### config.mk
export PLATFORM = sky130hd
export DESIGN_NAME = pwm_ramp_sequencer
export DESIGN_NICKNAME = d
export VERILOG_FILES = /design/src/rtl/pwm_ramp_sequencer.sv
export SDC_FILE = /design/constraint.sdc
export NUM_CORES = 1
export LEC_CHECK = 0
export BUFFER_PORTS_ARGS = -buffer_cell sky130_fd_sc_hd__buf_4
export CORE_ASPECT_RATIO = 1.1
export CORE_MARGIN = 3
export CORE_UTILIZATION = 49
export CTS_CLUSTER_SIZE = 28
export DETAILED_ROUTE_END_ITERATION = 16
export PLACE_DENSITY = 0.68
export SKIP_CTS_REPAIR_TIMING = 1
export SLEW_MARGIN = 20
export SYNTH_ARGS = -nofsm -noshare
export SYNTH_HDL_FRONTEND = slang
export SYNTH_SLANG_ARGS = --single-unit
### constraint.sdc
create_clock -name clock -period 9.4 [get_ports clock]
set_clock_uncertainty 0.15 [all_clocks]
set_input_delay 1.41 -clock clock [delete_from_list [all_inputs] [get_ports clock]]
set_output_delay 1.41 -clock clock [all_outputs]
set_load 0.01 [all_outputs]
### src/rtl/pwm_ramp_sequencer.sv
// Shadow-register sequencer for a 16-bit PWM: applies period/compare updates only at PWM
// period boundaries and optionally ramps the compare value toward a target. Macro PWM_SEQ_IRQ_EN adds irq.
module pwm_ramp_sequencer #(
    parameter logic [15:0] DEFAULT_PERIOD  = 16'd1000,
    parameter logic [15:0] DEFAULT_COMPARE = 16'd0
) (
    input  logic        clock,
    input  logic        reset,
    input  logic [2:0]  avs_address,
    input  logic        avs_write,
    input  logic [31:0] avs_writedata,
    input  logic        avs_read,
    output logic [31:0] avs_readdata,
    output logic [15:0] period_out,
    output logic [15:0] comparison_value,
    output logic        busy
`ifdef PWM_SEQ_IRQ_EN
    ,
    output logic        irq
`endif
);

    // state  | meaning
    // IDLE   | nothing pending, outputs stable
    // ARMED  | update pending, waiting for the next period boundary
    // RAMP   | stepping comparison_value toward TARGET, one step per DIV boundaries
    // FINISH | one cycle: set DONE, re-arm if another update arrived
    typedef enum logic [1:0] {IDLE, ARMED, RAMP, FINISH} state_t;

    state_t      state;
    logic [15:0] mirror;
    logic [15:0] period_sh;
    logic [15:0] target_sh;
    logic [15:0] step_sh;
    logic [15:0] div_sh;
    logic [15:0] div_cnt;
    logic        ctrl_ramp_en;
    logic        ctrl_irq_en;
    logic        pend;
    logic        done;

    logic        boundary;
    logic        wr_pend;
    logic        wr_clear_done;
    logic [15:0] div_eff;
    logic [15:0] ramp_next;
    logic [16:0] cv_ext;
    logic [16:0] tgt_ext;
    logic [16:0] stp_ext;
    logic [31:0] rd_mux;
    logic        unused_wdata_hi;

    assign unused_wdata_hi = ^avs_writedata[31:16];

    assign boundary      = (mirror == period_out);
    assign wr_pend       = avs_write && (avs_address == 3'd1 || avs_address == 3'd2);
    assign wr_clear_done = avs_write && (avs_address == 3'd5) && avs_writedata[1];
    assign div_eff       = (div_sh == 16'd0) ? 16'd1 : div_sh;

    assign cv_ext  = {1'b0, comparison_value};
    assign tgt_ext = {1'b0, target_sh};
    assign stp_ext = {1'b0, step_sh};

    // 17-bit compares keep the step from overshooting or wrapping past TARGET
    always_comb begin
        ramp_next = target_sh;
        if (step_sh != 16'd0) begin
            if (tgt_ext > cv_ext) begin
                if (cv_ext + stp_ext < tgt_ext)
                    ramp_next = comparison_value + step_sh;
            end else begin
                if (cv_ext > tgt_ext + stp_ext)
                    ramp_next = comparison_value - step_sh;
            end
        end
    end

    always_comb begin
        rd_mux = 32'd0;
        case (avs_address)
            3'd0:    rd_mux = {30'd0, ctrl_irq_en, ctrl_ramp_en};
            3'd1:    rd_mux = {16'd0, period_sh};
            3'd2:    rd_mux = {16'd0, target_sh};
            3'd3:    rd_mux = {16'd0, step_sh};
            3'd4:    rd_mux = {16'd0, div_sh};
            3'd5:    rd_mux = {30'd0, done, busy};
            3'd6:    rd_mux = {16'd0, comparison_value};
            default: rd_mux = 32'd0;
        endcase
    end

`ifdef PWM_SEQ_IRQ_EN
    assign irq = done & ctrl_irq_en;
`else
    assign ctrl_irq_en = 1'b0;
`endif

    always_ff @(posedge clock or posedge reset) begin
        if (reset) begin
            period_sh    <= DEFAULT_PERIOD;
            target_sh    <= DEFAULT_COMPARE;
            step_sh      <= 16'd1;
            div_sh       <= 16'd1;
            ctrl_ramp_en <= 1'b0;
`ifdef PWM_SEQ_IRQ_EN
            ctrl_irq_en  <= 1'b0;
`endif
            avs_readdata <= 32'd0;
        end else begin
            if (avs_write) begin
                case (avs_address)
                    3'd0: begin
                        ctrl_ramp_en <= avs_writedata[0];
`ifdef PWM_SEQ_IRQ_EN
                        ctrl_irq_en  <= avs_writedata[1];
`endif
                    end
                    3'd1:    period_sh <= avs_writedata[15:0];
                    3'd2:    target_sh <= avs_writedata[15:0];
                    3'd3:    step_sh   <= avs_writedata[15:0];
                    3'd4:    div_sh    <= avs_writedata[15:0];
                    default: ;
                endcase
            end
            if (avs_read)
                avs_readdata <= rd_mux;
        end
    end

    always_ff @(posedge clock or posedge reset) begin
        if (reset) begin
            state            <= IDLE;
            mirror           <= 16'd1;
            period_out       <= DEFAULT_PERIOD;
            comparison_value <= DEFAULT_COMPARE;
            busy             <= 1'b0;
            pend             <= 1'b0;
            done             <= 1'b0;
            div_cnt          <= 16'd1;
        end else begin
            mirror <= boundary ? 16'd1 : mirror + 16'd1;
            if (wr_clear_done)
                done <= 1'b0;
            case (state)
                IDLE: begin
                    busy <= 1'b0;
                    if (pend) begin
                        state <= ARMED;
                        busy  <= 1'b1;
                    end
                end
                ARMED: begin
                    if (boundary) begin
                        period_out <= period_sh;
                        pend       <= 1'b0;
                        div_cnt    <= 16'd1;
                        if (!ctrl_ramp_en || step_sh == 16'd0) begin
                            comparison_value <= target_sh;
                            state            <= FINISH;
                        end else begin
                            state <= RAMP;
                        end
                    end
                end
                RAMP: begin
                    if (boundary) begin
                        if (pend) begin
                            period_out <= period_sh;
                            pend       <= 1'b0;
                        end
                        if (comparison_value == target_sh) begin
                            state <= FINISH;
                        end else if (div_cnt >= div_eff) begin
                            div_cnt          <= 16'd1;
                            comparison_value <= ramp_next;
                            if (ramp_next == target_sh)
                                state <= FINISH;
                        end else begin
                            div_cnt <= div_cnt + 16'd1;
                        end
                    end
                end
                FINISH: begin
                    done  <= 1'b1;
                    busy  <= pend;
                    state <= pend ? ARMED : IDLE;
                end
                default: state <= IDLE;
            endcase
            // a register write landing on the same edge as a pend clear must survive
            if (wr_pend)
                pend <= 1'b1;
        end
    end

endmodule

==> flow_results.org, run 1 <==
** Synthesis
- Synthesized flop and latch total :: 150
- For this run, asynchronously set or reset flops after synthesis account for 100%.
- Synthesized area per cell :: between 8 and 9 um^2
- Synthesis produced 1352 cells.
- In this run the cell area of the synthesized design comes to 12000 um^2.
- In this run, synthesis inferred 0 flip-flops with an integrated enable.
- Sequential cells were found to cover 31.5% of the synthesized design area.
- For this run, the number of Yosys warnings is 0.
- Yosys mapped the design onto 96 distinct sky130hd cell types.
- Predominant post-synthesis flop cell :: sky130_fd_sc_hd__dfrtp_1

** GRT
- Pin count of the biggest net entering global routing :: 87
- Global routing finished with a remaining overflow of 0.
- Gr usage total :: 29.3%
- Vias in the first global route :: between 10000 and 15000
- Global-route wire length before repair :: roughly 60 mm
- The number of antenna violations at the first check in global routing was 0.

** STA
- Setup violations remaining at the end of the flow were counted as 0.
- Adding up every negative setup slack in the final design gives 0 ns.
- Unrepaired setup endpoints after global routing :: false
- Period minus WS final :: 6.41 ns
- Timing would allow up to 156 MHz.
- Measured against its own limit, the worst slew margin works out to 34.5%.
- The count of final max-slew check failures is 0.
- For the pin with the worst max-slew slack, the measured transition is 0.980 ns.
- The final critical path takes up 68.2% of the cycle.
- Setup slack closes at 2.99 ns.
- Final number of hold-violating endpoints :: 0

** Worst setup path
- Counting cells, the worst reg-to-reg path comes to 19.
- Data on the critical path is required at its endpoint by 9.57 ns.
- STA classifies the critical path startpoint as a register.
- STA classifies the critical path endpoint as a register.
- Critical path class :: reg2reg
- The startpoint identified for the worst register-to-register timing path is comparison_value[7].
- The setup check on the worst reg-to-reg path leaves a slack of 2.99 ns.
- In this run the worst setup path begins at comparison_value[7].
- Timing endpoint of the critical path :: state[1]
- RR Endpoint :: state[1]
- Data arrival time of the worst path :: 6.58 ns
- Of all nets on the critical path, the largest fanout is 15.

** Final layout
- Layout Cell Area excl Fill :: 13300 um^2
- Sequential Area :: 3770 um^2
- Of the cells placed in the final design, the portion with a size suffix greater than 1 is ~15%.
- The filler cells instantiated in the layout total 2224.
- In the final design database the tool counted roughly 1600 nets.
- Number of diodes :: 0
- Area taken by multi-input logic gates :: 7580 um^2
- Cells fill 55.7% of the core in the end.
- Final cell count without fillers :: ~1700
- Relative to the synthesized area, the layout overhead comes to 10.7%.

** Flow run
- Across the run, the number of max-cap violations was 0.

** Power
- Power share of the clock group :: between 10% and 20%
- Summed over all nets, the switching power comes to 1670 uW.
- Design internal power :: approximately 2000 uW
- The worst-case IR drop observed on VDD is 0.000225 V.
- Share of total power in combinational logic :: 52.6%
- For this design the ratio of total power to cell area is between 200 and 300 nW/um^2.
- For this design the static power due to leakage is 0.00604 uW.
- In this run switching power makes up between 40% and 50% of total power.
- Flop pwr share :: 29.2%

** Floorplan
- Floorplan die area :: around 26000 um^2
- Row generation in the floorplan step produced 59 rows.
- The initial utilization of the core area, before any placement, comes to 50.3%.
- Measured along the x axis, the die boundary spans 155 um.
- Core footprint :: 23800 um^2
- During I/O placement, the number of pins put on the boundary was about 100.
- Vertical extent of the die :: 170 um

** Detailed routing
- Detailed-route via count :: 10700
- Detailed-route DRC error count :: 0
- Initial detailed-routing violation count :: about 850
- Routed Antenna Nets :: 0
- Using the TritonRoute via totals, the vias-per-cell ratio works out to 6.22.
- Routed WL :: 38.3 mm
- Total iterations of the first detailed-routing run :: 5
- After detailed routing, the average wire length per cell comes to 22.3 um.

** Clocking
- The tree is rooted in a sky130_fd_sc_hd__clkbuf_16.
- CTS saw 150 sinks.
- After clock tree synthesis, the clock-pin slew on the worst setup and hold paths is 0.07 ns.
- TritonCTS built the clock tree.
- No sink is reached through more buffers than the 2 on the longest clock path.
- H-tree Lvls :: 4
- Total CTS buffers :: 17
- Later-pin clock latency in the skew report :: 0.44 ns

** Place
- Prior to clock tree synthesis, the placed netlist has a worst setup slack of between 3 and 4 ns.
- Placed cell count :: 1685
- Routability-driven placement finished with a final weighted congestion of 0.944.
- Buffers on Ports :: 71
- Summing all placed instances gives a cell area of 12700 um^2.
- HPWL after DPL :: 29.6 mm

** Worst hold path
- The worst hold path belongs to the class reg2reg.

** Status
- The flow ran to the end, and the final reports show no timing, DRC or antenna violations.
flip-flops by register name, indices dropped and copies added (netlist names):
name	cells
ctrl_ramp_en	1
busy	1
pend	1
mirror	16
state	2
target_sh	16
done	1
div_sh	16
comparison_value	16
step_sh	16
avs_readdata	16
period_out	16
div_cnt	16
period_sh	16
worst min path at each step:
| stage | from | endpoint | slack [ns] | cells past startpoint |
|---|---|---|---|---|
| floorplan | done | done | 0.30 | 1 |
| global placement | mirror[0] | mirror[0] | 0.32 | 1 |
| detailed placement | mirror[0] | mirror[0] | 0.33 | 1 |
| CTS | mirror[0] | mirror[0] | 0.35 | 1 |
| global route | mirror[0] | mirror[0] | 0.36 | 1 |
| finish | mirror[0] | mirror[0] | 0.35 | 1 |
cells in the mapped netlist (7+ instances only):
cell | number | area share (%)
sky130_fd_sc_hd__o22ai_1 | 11 | 0.57
sky130_fd_sc_hd__inv_1 | 98 | 3.1
sky130_fd_sc_hd__dfrtp_1 | 134 | 28
sky130_fd_sc_hd__o211ai_1 | 11 | 0.69
sky130_fd_sc_hd__a211oi_1 | 14 | 0.88
sky130_fd_sc_hd__clkbuf_1 | 40 | 1.3
sky130_fd_sc_hd__nand2_1 | 129 | 4.0
sky130_fd_sc_hd__xnor2_1 | 65 | 4.7
sky130_fd_sc_hd__nor3_1 | 17 | 0.71
sky130_fd_sc_hd__nand3_1 | 34 | 1.4
sky130_fd_sc_hd__a221o_1 | 16 | 1.3
sky130_fd_sc_hd__xor2_1 | 20 | 1.5
sky130_fd_sc_hd__a31oi_1 | 9 | 0.47
sky130_fd_sc_hd__o21ai_0 | 112 | 4.7
sky130_fd_sc_hd__buf_4 | 16 | 1.0
sky130_fd_sc_hd__a21oi_1 | 92 | 3.8
sky130_fd_sc_hd__mux2_2 | 51 | 4.8
sky130_fd_sc_hd__nand4_1 | 22 | 1.1
sky130_fd_sc_hd__and3_1 | 11 | 0.57
sky130_fd_sc_hd__mux2i_1 | 22 | 1.8
sky130_fd_sc_hd__ha_1 | 117 | 12
sky130_fd_sc_hd__nor4_1 | 10 | 0.52
sky130_fd_sc_hd__buf_2 | 7 | 0.29
sky130_fd_sc_hd__dfstp_2 | 16 | 3.5
sky130_fd_sc_hd__nor2b_1 | 12 | 0.63
sky130_fd_sc_hd__nand2b_1 | 9 | 0.47
sky130_fd_sc_hd__or3_1 | 8 | 0.42
sky130_fd_sc_hd__nor2_1 | 97 | 3.0
sky130_fd_sc_hd__a221oi_1 | 11 | 0.80
sky130_fd_sc_hd__o21bai_1 | 7 | 0.44
sky130_fd_sc_hd__a21o_1 | 20 | 1.3
metrics by stage:
step / total power, uW / hold WS (ns)
5_1_grt: 3870 / 0.356
4_1_cts: 3620 / 0.348
6_report: 3640 / 0.346
3_3_place_gp: 2920 / 0.315
2_1_floorplan: 2340 / 0.299
3_5_place_dp: 2950 / 0.332
layout make-up:
| cell class | count | area share (%) |
|---|---|---|
| clock inverters | 14 | 0.999 |
| inverters | 99 | 2.84 |
| repair buffers | 80 | 4.52 |
| multi-input cells | 1051 | 57.1 |
| clock buffers | 18 | 3.23 |
| well taps | 305 | 2.88 |
| flip-flops and latches | 150 | 28.4 |
power groups by stage:
stage	Sequential, uW	Clock (uW)	Combinational, uW
after floorplan	977	0	1360
after global placement	1060	0	1850
after detailed placement	1070	0	1880
after CTS	1050	672	1890
after global routing	1070	696	2100
final	1060	664	1910
per-layer routing:
metal / vias to the layer above / wire length (um) / track usage (%) / share of wire [%]
li1: 4946 / - / - / -
met3: 100 / 2110 / 3.69 / 5.5
met2: 402 / 18900 / 51.0 / 49
met4: 0 / 1670 / 12.7 / 4.4
met5: - / 0 / 0 / 0
met1: 5224 / 15600 / 36.4 / 41
cells by family after synthesis:
| logic type | after synthesis | share of synthesized area [%] |
|---|---|---|
| flip-flops | 150 | 31.5 |
| XOR/XNOR | 90 | 7.10 |
| multiplexers | 74 | 6.72 |
| AO/OA/AOI/OAI | 371 | 20.6 |
| buffers and inverters | 166 | 5.90 |
| adder cells (fa/ha/maj) | 120 | 12.7 |
| other | 1 | 0.0313 |
| AND/OR/NAND/NOR | 380 | 15.4 |
placed cells by master (no fill, tap or decap), types with 12 or more instances in the layout:
cell,instances
sky130_fd_sc_hd__a21o_1,20
sky130_fd_sc_hd__nor2b_1,12
sky130_fd_sc_hd__mux2_2,51
sky130_fd_sc_hd__mux2i_1,22
sky130_fd_sc_hd__clkbuf_16,17
sky130_fd_sc_hd__buf_4,80
sky130_fd_sc_hd__conb_1,16
sky130_fd_sc_hd__a211oi_1,14
sky130_fd_sc_hd__nand2_1,129
sky130_fd_sc_hd__xor2_1,20
sky130_fd_sc_hd__ha_1,117
sky130_fd_sc_hd__nor2_1,97
sky130_fd_sc_hd__o21ai_0,112
sky130_fd_sc_hd__nand3_1,34
sky130_fd_sc_hd__dfrtp_1,134
sky130_fd_sc_hd__a221o_1,16
sky130_fd_sc_hd__dfstp_2,16
sky130_fd_sc_hd__nor3_1,17
sky130_fd_sc_hd__a21oi_1,92
sky130_fd_sc_hd__xnor2_1,65
sky130_fd_sc_hd__inv_1,97
sky130_fd_sc_hd__nand4_1,22
critical path, cell delays in order, from the launching register on:
cell and delay, ns:
sky130_fd_sc_hd__dfrtp_1 0.52, sky130_fd_sc_hd__ha_1 0.50, sky130_fd_sc_hd__inv_2 0.11, sky130_fd_sc_hd__a211oi_1 0.33, sky130_fd_sc_hd__nor3b_4 0.47, sky130_fd_sc_hd__o211ai_1 0.18
sky130_fd_sc_hd__xnor2_1 0.44, sky130_fd_sc_hd__inv_1 0.09, sky130_fd_sc_hd__ha_1 0.31, sky130_fd_sc_hd__a21oi_1 0.13, sky130_fd_sc_hd__o21ai_0 0.22, sky130_fd_sc_hd__a211oi_1 0.45
sky130_fd_sc_hd__o211ai_1 0.26, sky130_fd_sc_hd__nor3_2 0.26, sky130_fd_sc_hd__nand2_1 0.43, sky130_fd_sc_hd__o22ai_1 0.27, sky130_fd_sc_hd__a2bb2oi_1 0.35, sky130_fd_sc_hd__o211ai_1 0.23
sky130_fd_sc_hd__o21bai_2 0.26, sky130_fd_sc_hd__mux2_1 0.34
(Power assumes the default switching activity.)
==> run 2: changes to the inputs <==
==> constraint.sdc (replaced) <==
create_clock -name clock -period 6.26 [get_ports clock]
set_clock_uncertainty 0.15 [all_clocks]
set_input_delay 0.939 -clock clock [delete_from_list [all_inputs] [get_ports clock]]
set_output_delay 0.939 -clock clock [all_outputs]
set_load 0.01 [all_outputs]
==> flow_results.org, run 2 (synthesis results as in run 1) <==
** Status
- Status: completed (unchanged).

** GRT
- Number of antenna violations at the first check in global routing :: 0 (unchanged)
- Gr usage total :: 29.6% (was 29.3%)
- The via count of the first global-routing pass came to 10400 (was 10600).
- Total global routing overflow :: 0 (unchanged)
- The global-route wire length before repair came to 60.4 mm (was 60.2 mm).
- Pin count of the biggest net entering global routing :: 104 (was 87)

** Final layout
- The post-layout utilization of the core came to 56.9% (was 55.7%).
- Layout overhead on the synthesized area :: 13.1% (was 10.7%)
- The most common library cell in the layout ignoring fill and taps is sky130_fd_sc_hd__dfrtp_1 (unchanged).
- The antenna cell count came to 0 (unchanged).
- The area of all sequential standard cells came to 3770 um^2 (unchanged).
- Fillers :: 2153 (was 2224)
- The combined area of the multi-input logic cells came to 7580 um^2 (unchanged).
- The fraction of final layout cells with drive strength greater than 1 came to 17.1% (was 15.3%).
- Leading cell types in the layout, fill and taps excluded :: 134 x sky130_fd_sc_hd__dfrtp_1, 129 x sky130_fd_sc_hd__nand2_1, 117 x sky130_fd_sc_hd__ha_1, 112 x sky130_fd_sc_hd__o21ai_0, 109 x sky130_fd_sc_hd__buf_4 (was 134 x sky130_fd_sc_hd__dfrtp_1, 129 x sky130_fd_sc_hd__nand2_1, 117 x sky130_fd_sc_hd__ha_1, 112 x sky130_fd_sc_hd__o21ai_0)
- The total number of nets in the final design came to 1587 (was 1558).
- The final instance count without filler cells was 1746 (was 1717).

** Detailed routing
- Routed Antenna Nets :: 0 (unchanged)
- The post-detailed-route via-to-cell ratio was 6.12 (was 6.22).
- The total wirelength of the detailed-routed design is 39.2 mm (was 38.3 mm).
- Detailed-route wire length per cell :: 22.4 um (was 22.3 um)
- Detailed-route DRC error count :: 0 (unchanged)
- Total iterations of the first detailed-routing run :: 7 (was 5)
- Initial detailed-routing violation count :: 915 (was 851)
- Detailed-route via count :: 10700 (about the same)

** Clocking
- TritonCTS clock tree :: done (unchanged)
- The source-to-sink clock delay at the later pin of the worst-skew pair was 0.44 ns (about the same).
- Clock-pin slew of the registers on the worst-case setup and hold paths :: 0.07 ns (about the same)
- The clock sink count is 150 (unchanged).
- The root cell of the clock tree was sky130_fd_sc_hd__clkbuf_16 (unchanged).
- The number of levels in the clock H-tree was 4 (unchanged).
- The total CTS buffers is 17 (unchanged).
- Deepest clock path buffer count :: 2 (unchanged)

** Floorplan
- Core footprint :: 23800 um^2 (unchanged)
- The initial cell density of the core is 50.3% (unchanged).
- Vertical extent of the die :: 170 um (unchanged)
- The area enclosed by the die boundary is 26400 um^2 (unchanged).
- The cell row count was 59 (unchanged).
- Horizontal die dimension :: 155 um (unchanged)
- Number of top-level design ports :: 104 (unchanged)

** Worst setup path
- The signal arrival time at the worst endpoint was 6.02 ns (was 6.58 ns).
- The required arrival time at the worst endpoint was 6.42 ns (was 9.57 ns).
- Critical path class :: reg2reg (unchanged)
- The nature of the critical path endpoint is a register (unchanged).
- Maximum net fanout on the critical path :: 8 (was 15)
- The startpoint class of the critical path is a register (unchanged).

** Place
- The estimated wirelength of the detail-placed design came to 30.5 mm (was 29.6 mm).
- The post-place setup slack came to 0.549 ns (was 3.17 ns).
- The placer's final routability congestion estimate came to 0.985 (was 0.944).
- The instance count after placement with tap cells included is 1714 (was 1685).
- Buffers on Ports :: 71 (unchanged)

** STA
- The measured slew at the worst slew-check pin was 0.959 ns (was 0.980 ns).
- Count of final max-slew check failures :: 0 (unchanged)
- The minimum clock period after layout came to 5.86 ns (was 6.41 ns).
- Worst slew slack as a fraction of its limit :: 35.9% (was 34.5%)
- Max Clk Rate :: 171 MHz (was 156 MHz)
- Setup-violating endpoint count in the final report :: 0 (unchanged)
- Unrepaired setup endpoints after global routing: false (unchanged).
- Fin crit share :: 93.6% (was 68.2%)
- Accumulated negative setup slack :: 0 ns (unchanged)
- Final number of hold-violating endpoints :: 0 (unchanged)
- Final worst setup slack :: 0.402 ns (was 2.99 ns)

** Worst hold path
- The class of the tightest hold or removal check is reg2reg (unchanged).

** Flow run
- Reported max-cap violation count :: 0 (unchanged)

** Power
- The static leakage is 0.00621 uW (was 0.00604 uW).
- The power density over the cells is 417 nW/um^2 (was 274 nW/um^2).
- The worst-case vdd ir drop is 0.000258 V (was 0.000225 V).
==> run 2: layer usage <==
metal  part of all wire (%)  wire [um]  up-vias  global-route usage [%]
li1                       -          -     4992                       -
met4                    6.2       2440        0                    16.6
met1                     40      15700     5154                    36.5
met3                    6.1       2380      123                    5.04
met5                      0          0        -                       0
met2                     48      18700      424                    49.3
==> run 2: path summary, 6_finish.rpt <==
check / from / endpoint / slack (ns) / cells past startpoint
min: mirror[0] / mirror[0] / 0.34 / 1
max: step_sh[6] / state[1] / 0.40 / 20
min reg2reg: mirror[0] / mirror[0] / 0.34 / 1
min in group asynchronous: reset / mirror[1] / 0.58 / 2
max in group asynchronous: reset / state[1] / 4.17 / 3
max reg2reg: step_sh[6] / state[1] / 0.40 / 20
==> run 2: where the power goes <==
part,leakage [uW],internal (uW),total [uW],switching (uW)
Clock,0.000303,581,1080,496
Combinational,0.00406,1290,3050,1770
Sequential,0.00185,1210,1520,309
Total,0.00621,3080,5650,2570
==> run 2: cell type report <==
class / count / area share (%)
flip-flops and latches: 150 / 27.8
repair buffers: 109 / 6.04
well taps: 305 / 2.81
inverters: 99 / 2.78
multi-input cells: 1051 / 55.9
clock inverters: 15 / 1.50
clock buffers: 17 / 3.14
==> run 2: worst max-delay path: stages (launching register included) <==
cell and delay, ns:
sky130_fd_sc_hd__dfrtp_1 0.53, sky130_fd_sc_hd__inv_1 0.08, sky130_fd_sc_hd__ha_1 0.44, sky130_fd_sc_hd__nand2b_1 0.10
sky130_fd_sc_hd__a21oi_1 0.25, sky130_fd_sc_hd__a2111o_1 0.36, sky130_fd_sc_hd__o211ai_1 0.14, sky130_fd_sc_hd__xnor2_1 0.46
sky130_fd_sc_hd__inv_1 0.09, sky130_fd_sc_hd__ha_1 0.30, sky130_fd_sc_hd__a21oi_1 0.14, sky130_fd_sc_hd__o21ai_0 0.22
sky130_fd_sc_hd__a211oi_1 0.42, sky130_fd_sc_hd__o211ai_1 0.24, sky130_fd_sc_hd__nor3_2 0.26, sky130_fd_sc_hd__nand2_1 0.18
sky130_fd_sc_hd__o22ai_1 0.18, sky130_fd_sc_hd__a2bb2oi_1 0.38, sky130_fd_sc_hd__o211ai_1 0.19, sky130_fd_sc_hd__o21bai_2 0.26
sky130_fd_sc_hd__mux2_1 0.35
==> run 2: through the flow <==
stage / hold WS, ns / power, uW / cell area (um^2)
after global routing: 0.354 / 5980 / 13600
after CTS: 0.341 / 5620 / 13600
final: 0.339 / 5650 / 13600
after global placement: 0.316 / 4480 / 12900
after floorplan: 0.299 / 3510 / 12000
after detailed placement: 0.320 / 4520 / 12900
